--- config.mk ---
export PLATFORM = sky130hd
export DESIGN_NAME = dpll_step_sequencer
export DESIGN_NICKNAME = d
export VERILOG_FILES = /design/src/rtl/dpll_step_sequencer.sv
export SDC_FILE = /design/constraint.sdc
export NUM_CORES = 1
export LEC_CHECK = 0
export ABC_AREA = 1
export CORE_AREA = 2 2 122 124
export DETAILED_ROUTE_END_ITERATION = 16
export DIE_AREA = 0 0 124 126
export HOLD_SLACK_MARGIN = 0.1
export PLACE_DENSITY = 0.73
export SLEW_MARGIN = 20
export SYNTH_ARGS = -nofsm -noshare
export SYNTH_HDL_FRONTEND = slang
export SYNTH_SLANG_ARGS = --single-unit
--- constraint.sdc ---
create_clock -name clk -period 3.5 [get_ports clk]
set_clock_uncertainty 0.05 [all_clocks]
set_input_delay 0.7 -clock clk [delete_from_list [all_inputs] [get_ports clk]]
set_output_delay 0.7 -clock clk [all_outputs]
set_load 0.02 [all_outputs]
--- src/rtl/dpll_step_sequencer.sv ---
// Step sequencer for the asynchronous DPLL var chain: issues forward/backtrack
// steps over a 4-phase handshake, randomises polarity and reports SAT/UNSAT/TIMEOUT.
module dpll_step_sequencer #(
  parameter int unsigned N_VARS     = 64,
  parameter int unsigned SETTLE_CYC = 4,
  parameter int unsigned STEP_W     = 32
) (
  input  logic              clk,
  input  logic              rst_n,
  input  logic              start,
  input  logic [15:0]       seed,
  input  logic [STEP_W-1:0] max_steps,
  output logic              step_req,
  input  logic              step_ack,
  input  logic              conflict_in,
  input  logic              sat_end,
  input  logic              unsat_end,
  output logic              conflict_out,
  output logic              control,
  output logic [N_VARS-1:0] random_bits,
  output logic              busy,
  output logic              sat,
  output logic              unsat,
  output logic              timeout,
  output logic [STEP_W-1:0] step_count
);

  localparam int unsigned LFSR_W = 16;
  localparam int unsigned SET_W  = (SETTLE_CYC < 1) ? 1 : $clog2(SETTLE_CYC + 1);
  localparam logic [LFSR_W-1:0] LFSR_RST  = 16'h0001;
  localparam logic [LFSR_W-1:0] SEED_ALT  = 16'hACE1;

  localparam logic [3:0] S_IDLE     = 4'd0;
  localparam logic [3:0] S_LOAD     = 4'd1;
  localparam logic [3:0] S_CLEAR    = 4'd2;
  localparam logic [3:0] S_ISSUE    = 4'd3;
  localparam logic [3:0] S_WAIT_ACK = 4'd4;
  localparam logic [3:0] S_SETTLE   = 4'd5;
  localparam logic [3:0] S_EVAL     = 4'd6;
  localparam logic [3:0] S_SAT      = 4'd7;
  localparam logic [3:0] S_UNSAT    = 4'd8;
  localparam logic [3:0] S_TIMEOUT  = 4'd9;

  logic [3:0]        state, state_d;
  logic [LFSR_W-1:0] lfsr, lfsr_d, lfsr_adv;
  logic [SET_W-1:0]  settle_cnt, settle_d;
  logic              mode_back, mode_back_d;
  logic [3:0]        sync1, sync2;
  logic              ack_s, conf_s, sat_s, unsat_s;

  logic              step_req_d, conflict_out_d, control_d, busy_d;
  logic              sat_d, unsat_d, timeout_d;
  logic [N_VARS-1:0] random_bits_d;
  logic [STEP_W-1:0] step_count_d;

  // Two-flop synchronizers for the asynchronous chain/clause signals
  always_ff @(posedge clk or negedge rst_n) begin
    if (!rst_n) begin
      sync1 <= '0;
      sync2 <= '0;
    end else begin
      sync1 <= {step_ack, conflict_in, sat_end, unsat_end};
      sync2 <= sync1;
    end
  end

  assign ack_s   = sync2[3];
  assign conf_s  = sync2[2];
  assign sat_s   = sync2[1];
  assign unsat_s = sync2[0];

  assign lfsr_adv = {lfsr[14:0], lfsr[15] ^ lfsr[13] ^ lfsr[12] ^ lfsr[10]};

  // Low 16 vars take the LFSR directly; higher groups are XOR-mixed with one LFSR bit
  function automatic logic [N_VARS-1:0] spread(input logic [LFSR_W-1:0] l);
    logic [N_VARS-1:0] r;
    r = '0;
    for (int i = 0; i < int'(N_VARS); i++) begin
      if (i < int'(LFSR_W)) r[i] = l[4'(i)];
      else                  r[i] = l[4'(i)] ^ l[4'(i / int'(LFSR_W))];
    end
    return r;
  endfunction

  always_ff @(posedge clk or negedge rst_n) begin
    if (!rst_n) begin
      state        <= S_IDLE;
      lfsr         <= LFSR_RST;
      settle_cnt   <= '0;
      mode_back    <= 1'b0;
      step_req     <= 1'b0;
      conflict_out <= 1'b0;
      control      <= 1'b0;
      busy         <= 1'b0;
      sat          <= 1'b0;
      unsat        <= 1'b0;
      timeout      <= 1'b0;
      random_bits  <= '0;
      step_count   <= '0;
    end else begin
      state        <= state_d;
      lfsr         <= lfsr_d;
      settle_cnt   <= settle_d;
      mode_back    <= mode_back_d;
      step_req     <= step_req_d;
      conflict_out <= conflict_out_d;
      control      <= control_d;
      busy         <= busy_d;
      sat          <= sat_d;
      unsat        <= unsat_d;
      timeout      <= timeout_d;
      random_bits  <= random_bits_d;
      step_count   <= step_count_d;
    end
  end

  always_comb begin
    state_d        = state;
    lfsr_d         = lfsr;
    settle_d       = settle_cnt;
    mode_back_d    = mode_back;
    step_req_d     = step_req;
    conflict_out_d = conflict_out;
    control_d      = control;
    busy_d         = busy;
    sat_d          = sat;
    unsat_d        = unsat;
    timeout_d      = timeout;
    random_bits_d  = random_bits;
    step_count_d   = step_count;

    case (state)
      S_IDLE, S_SAT, S_UNSAT, S_TIMEOUT: begin
        if (start) begin
          state_d   = S_LOAD;
          busy_d    = 1'b1;
          control_d = 1'b0;
        end
      end
      S_LOAD: begin
        lfsr_d       = (seed == 16'h0000) ? SEED_ALT : seed;
        step_count_d = '0;
        sat_d        = 1'b0;
        unsat_d      = 1'b0;
        timeout_d    = 1'b0;
        mode_back_d  = 1'b0;
        control_d    = 1'b1;
        state_d      = S_CLEAR;
      end
      S_CLEAR: begin
        if (!ack_s && !sat_s && !unsat_s) begin
          if (max_steps == '0) begin
            state_d   = S_TIMEOUT;
            timeout_d = 1'b1;
            busy_d    = 1'b0;
          end else begin
            state_d = S_ISSUE;
          end
        end
      end
      S_ISSUE: begin
        // Never raise a request onto a chain that has not returned to zero
        if (!ack_s) begin
          step_req_d     = 1'b1;
          conflict_out_d = mode_back;
          lfsr_d         = lfsr_adv;
          random_bits_d  = spread(lfsr_adv);
          state_d        = S_WAIT_ACK;
        end
      end
      S_WAIT_ACK: begin
        if (ack_s) begin
          step_req_d     = 1'b0;
          conflict_out_d = 1'b0;
          if (step_count != '1) step_count_d = step_count + STEP_W'(1);
          settle_d       = SET_W'(SETTLE_CYC);
          state_d        = S_SETTLE;
        end
      end
      S_SETTLE: begin
        if (settle_cnt != '0) settle_d = settle_cnt - SET_W'(1);
        if (settle_cnt == '0 && !ack_s) state_d = S_EVAL;
      end
      S_EVAL: begin
        if (unsat_s) begin
          state_d = S_UNSAT;
          unsat_d = 1'b1;
          busy_d  = 1'b0;
        end else if (conf_s) begin
          mode_back_d = 1'b1;
          state_d     = S_ISSUE;
        end else if (sat_s) begin
          state_d = S_SAT;
          sat_d   = 1'b1;
          busy_d  = 1'b0;
        end else if (step_count >= max_steps) begin
          state_d   = S_TIMEOUT;
          timeout_d = 1'b1;
          busy_d    = 1'b0;
        end else begin
          mode_back_d = 1'b0;
          state_d     = S_ISSUE;
        end
      end
      default: state_d = S_IDLE;
    endcase
  end

endmodule

; ---- Word level (Yosys, flattened, before mapping)
; Index checks and enable logic that the tools add are counted.
[totals]
register_bits = 100
input_bits = 55
output_inout_bits = 103
word_cells = 153
[classes]
n_addsub = 2
n_lt_le_gt_ge = 1
n_eq_ne = 28
mux = 53
bitwise = 22
reduce_logical = 32
[op_table]
columns = cell, n
row1 = 32-bit 2-to-1 mux, 2
row2 = 32-bit case mux with 2 select lines, 1
row3 = 4-bit 2-to-1 mux, 10
row4 = 32-bit by 1-bit adder with 32-bit output (second input constant), 1
row5 = 32-bit greater-or-equal comparator, 1
row6 = 32-bit logical NOT, 1
row7 = 16-bit 2-to-1 mux, 2
row8 = 32-bit != test (second input constant), 1
row9 = 16-bit case mux with 2 select lines, 1
row10 = 2-bit != test (second input constant), 14
row11 = 4-bit case mux with 7 select lines, 1
row12 = 1-bit 2-to-1 mux, 25
row13 = 1-bit bitwise XOR, 21
row14 = 4-bit by 3-bit == test with 1-bit output (second input constant), 4
row15 = 16-bit logical NOT, 1
row16 = 1-bit case mux with 2 select lines, 6
row17 = 2-bit nonzero test, 6
row18 = 3-bit != test (second input constant), 3
row19 = 3-bit AND reduction, 3
row20 = 3-bit nonzero test, 3
row21 = 4-bit by 2-bit == test with 1-bit output (second input constant), 2
row22 = 4-bit == test (second input constant), 2
row23 = 2-bit AND reduction, 4
row24 = 4-bit AND reduction, 2
row25 = other kinds (15), 21

; ---- Depth between registers and ports, before layout
[logic_depth]
ltp_word = 6
mapped_depth = 18
depth_no_buf = 18

; ---- Worst setup path after synthesis
; OpenSTA, ideal clock, no wires.
[synth_timing]
path_type = input to register
startpoint = input port max_steps[15]
endpoint = register timeout
setup_time_ns = 0.117
arrival_ns = 1.836
required_ns = 3.333
path_slack_ns = 1.497
cell_stages = 15
n_path_buf = 0
cell_sequence = inv_1 > ha_1 > nand2_1 > nor2_1 > nand2_1 > nor2_1 > nor2_1 > nand2_1 > nand2_1 > nand2_1 > nand2_1 > nand2_1 > nand2_1 > nand2_1 > nand2_1
[synth_between]
elab_chain_cells = 3
word_cells_on_any_way = 5
classes_between = order compare (1) / eq/ne (2) / reduce/logical (2)
[synth_lines]
columns = item, line
row1 = start: declaration, 12  ; input logic [STEP_W-1:0] max_steps,
row2 = 32-bit greater-or-equal comparator or 32-bit logical NOT (tied branches), "196, 152"
row3 = 2-bit != test (no source line), n/a
row4 = 7-bit AND reduction (no source line) *, n/a
row5 = end signal: assignment, 111  ; timeout <= timeout_d;
row6 = end: declaration, 24  ; output logic timeout,
; Every way passes the cells marked *; elsewhere a longest branch is shown, timed or not.
; A chain may end at the register's enable or synchronous reset.

; ---- Worst setup path after layout
[layout_timing]
startpoint = register state[1]
endpoint = register lfsr[10]
[layout_between]
elab_chain_cells = 3
word_cells_on_any_way = 6
classes_between = eq/ne (3) / mux (1) / reduce/logical (2)
[layout_lines]
columns = item, line
row1 = start: declaration, 44  ; logic [3:0] state, state_d;
row2 = start signal: assignment, 101  ; state <= state_d;
row3 = 4-bit by 2-bit == test with 1-bit output or 4-bit by 1-bit == test with 1-bit output (tied branches), 132  ; case (state)
row4 = 2-bit != test (no source line) or 2-bit nonzero test (tied branches), n/a
row5 = 2-bit AND reduction (no source line), n/a
row6 = end signal: assignment, 102  ; lfsr <= lfsr_d;
row7 = end: declaration, 45  ; logic [LFSR_W-1:0] lfsr, lfsr_d, lfsr_adv;
; Several ways; a longest one is shown, not always the timed one.

==> results_dict.tcl <==
set metrics [dict create \
    setup_tns_ps 0 \
    ys_ff_latch 97 \
    rrSetupSlack_ps 1000 \
    total_power_mw 4.63 \
    fp-row-count 44 \
    power.leakage_nw 3.58 \
    syn2layout_area_growth_pct 22.7 \
    grtUsageTotal_pct 20.9 \
    ir_drop_uv 457 \
    dieArea_um2 15600 \
    final_common_cell "nand2_1" \
    grt_pass1_vias 5377 \
    path_max_fanout 32 \
    ff2ff_path_depth 11 \
    overflow 0 \
    r2r_end "lfsr[10]" \
    dieHeight_um 126 \
    netlist_area_um2 6350 \
    routedWlPerCell_um 14.1 \
    final_cells 1124 \
    rr_startpoint "state[1]" \
    cts_root_buffer "clkbuf_16" \
    synth-simple-area-share_pct 26.3 \
    synth_top_family_by_area "simple AND/OR/NAND/NOR gates" \
    cts.sinks 97 \
    finalInstanceArea_um2 7790 \
    met2_usage_pct 33.2 \
    relSlewSlack_pct 32.4 \
    min_period_over_period_pct 71.6 \
    viasPerCell 5.09 \
    startpoint_type "register" \
    outcome "complete, no violations" \
    max_freq_mhz 399 \
    holdPathEnd "sync2[3]" \
    cts_made_buffers 9 \
    fp.coreArea_um2 14300 \
    syn_area_per_cell_um2 7.73 \
    antenna_found_initial 0 \
    detail-route-antenna-nets 0 \
    cts.path.max_buffers 2 \
    grt_max_degree 50 \
    drtIter0Drc 325 \
    regArea_um2 2430 \
    globalplace.congestion 0.993 \
    grt_use_met1_pct 29.4 \
    powerDensity_nw_per_um2 595 \
    cts_setup_buffers 0 \
    cts_hold_buf 0 \
    path_clk_slew_ps 70 \
    die_width_um 124 \
    placed_area_um2 7520 \
    first_pass_iters 6 \
    dp_slack_ps 629 \
    cts_htree_levels 3 \
    yosys.area_share.adder_pct 6.90 \
    drv_cap 0 \
    slew_violations 0 \
    synth.distinct_cells 44 \
    cp.arrival_ps 2730 \
    syn_inst 821 \
    ios 158 \
    antenna_cells 0 \
    post-dp-hpwl_mm 12.1 \
    worstSetupEndpointType "register" \
    gr-usage-met3_pct 2.67 \
    final-hold-violation-count 0 \
    drive_gt1_share_pct 6.28 \
    vias 5724 \
    io_buffers 122 \
    yosysWarnings 0 \
    synthMuxAreaShare_pct 0 \
    routed_wl_mm 15.8 \
    hold_class "register to register" \
    synth_compound_area_share_pct 12.3 \
    grt.busiest_layer "met2" \
    dp_cells 1108 \
    required_ps 3720 \
    multi_input_area_um2 3250 \
    worst_slack_ps 995 \
    worst-setup-path-type "register to register" \
    postCtsResizedCells 0 \
    fillCellCount 1395 \
    synth_xor_area_share_pct 3.59 \
    worstHoldStart "sync1[3]" \
    grt_pass1_wl_mm 26.0 \
    worst_pin_slew_ps 1010 \
    initial_core_util_pct 44.4 \
    cts_tree "built" \
    setup_viol 0 \
    seq_area_frac_synth_pct 38.3 \
    final_cell_mix "nand2_1 (218), clkdlybuf4s50_1 (121), dfrtp_1 (96), nor2_1 (92), inv_1 (85)" \
    drc 0 \
    clkLatencyLatePin_ps 350 \
    fin_nets 1025 \
    rsz0062_at_grt "no" \
    post-route-min-period_ps 2500 \
    hold_depth 0 \
]
[registers in the layout, indices dropped and copies added, names as in the netlist, 3 cells and up]
register / count
random_bits: 26
sync2: 4
sync1: 4
state: 4
step_count: 32
settle_cnt: 3
lfsr: 16
[metrics by stage]
stage	hold WS [ps]	utilization, %
finish	299	54.4
global route	308	54.4
CTS	301	54.4
detailed placement	286	52.5
global placement	283	52.5
floorplan	281	-
[logic make-up (layout without fill, tap and decap cells)]
| logic type | after synthesis | after routing |
|---|---|---|
| xor gates and xnor gates | 26 | 26 |
| other | 1 | 35 |
| AOI/OAI and AO/OA | 119 | 119 |
| adders and majority gates | 35 | 35 |
| and+or+nand+nor | 393 | 393 |
| DFF | 97 | 97 |
| buffers and inverters | 150 | 235 |
[worst max-delay path, cell delays in order, from the launching register on]
cell and delay [ps]:
dfrtp_1 430, inv_1 110, nor2_2 130, inv_1 60, nor2_2 70, buf_4 200
inv_2 160, nor2_4 290, inv_2 310, nand2_4 310, o21ai_0 130, o21ai_0 160
[final cells by class]
cell class	count	area share (%)
Multi-Input combinational cell	608	41.8
Clock buffer	10	2.94
Tap cell	184	2.96
Inverter	91	4.39
Clock inverter	6	0.546
Timing Repair Buffer	128	16.2
Sequential cell	97	31.2
[Yosys cell counts, drive strengths merged]
| master | count | area (µm²) |
|---|---|---|
| nor3 | 18 | 110 |
| o221ai | 5 | 43.8 |
| dfstp | 1 | 26.3 |
| nand2 | 221 | 842 |
| nor2 | 98 | 388 |
| a21o | 2 | 15.0 |
| buf | 52 | 428 |
| a21oi | 18 | 93.8 |
| o31ai | 24 | 180 |
| o22ai | 2 | 12.5 |
| dfrtp | 96 | 2400 |
| a31oi | 22 | 138 |
| inv | 91 | 342 |
| nor4 | 1 | 6.26 |
| a21boi | 1 | 7.51 |
| or2 | 3 | 18.8 |
| xor2 | 21 | 184 |
| o211ai | 5 | 51.3 |
| ha | 35 | 438 |
| conb | 1 | 3.75 |
| and2 | 1 | 6.26 |
| nand4 | 17 | 113 |
| clkbuf | 7 | 26.3 |
| nand3 | 31 | 165 |
| xnor2 | 5 | 43.8 |
| nand3b | 3 | 22.5 |
| o21a | 3 | 22.5 |
| o21ai | 37 | 219 |
[power by group]
part	leakage, nW	internal, mW	switching [mW]
sequential	1.24	1.44	0.199
clock	0.129	0.485	0.449
combinational	2.21	0.775	1.29
[worst max path at each step]
stage                    end  slack [ps]     startpoint  depth (start not counted)
floorplan            timeout        1500  max_steps[15]                         15
global placement     timeout         620  max_steps[30]                         14
detailed placement   timeout         630  max_steps[31]                         14
CTS                 lfsr[13]         990       state[1]                         11
global route        lfsr[13]         670       state[1]                         11
finish              lfsr[10]        1000       state[1]                         11
[routing by layer]
metal	share of wire, %	vias to the layer above
met3	4.7	24
met5	0	-
met4	1.7	0
met1	46	2698
li1	-	2851
met2	47	151
No activity file was read; power rests on OpenSTA's default activity.
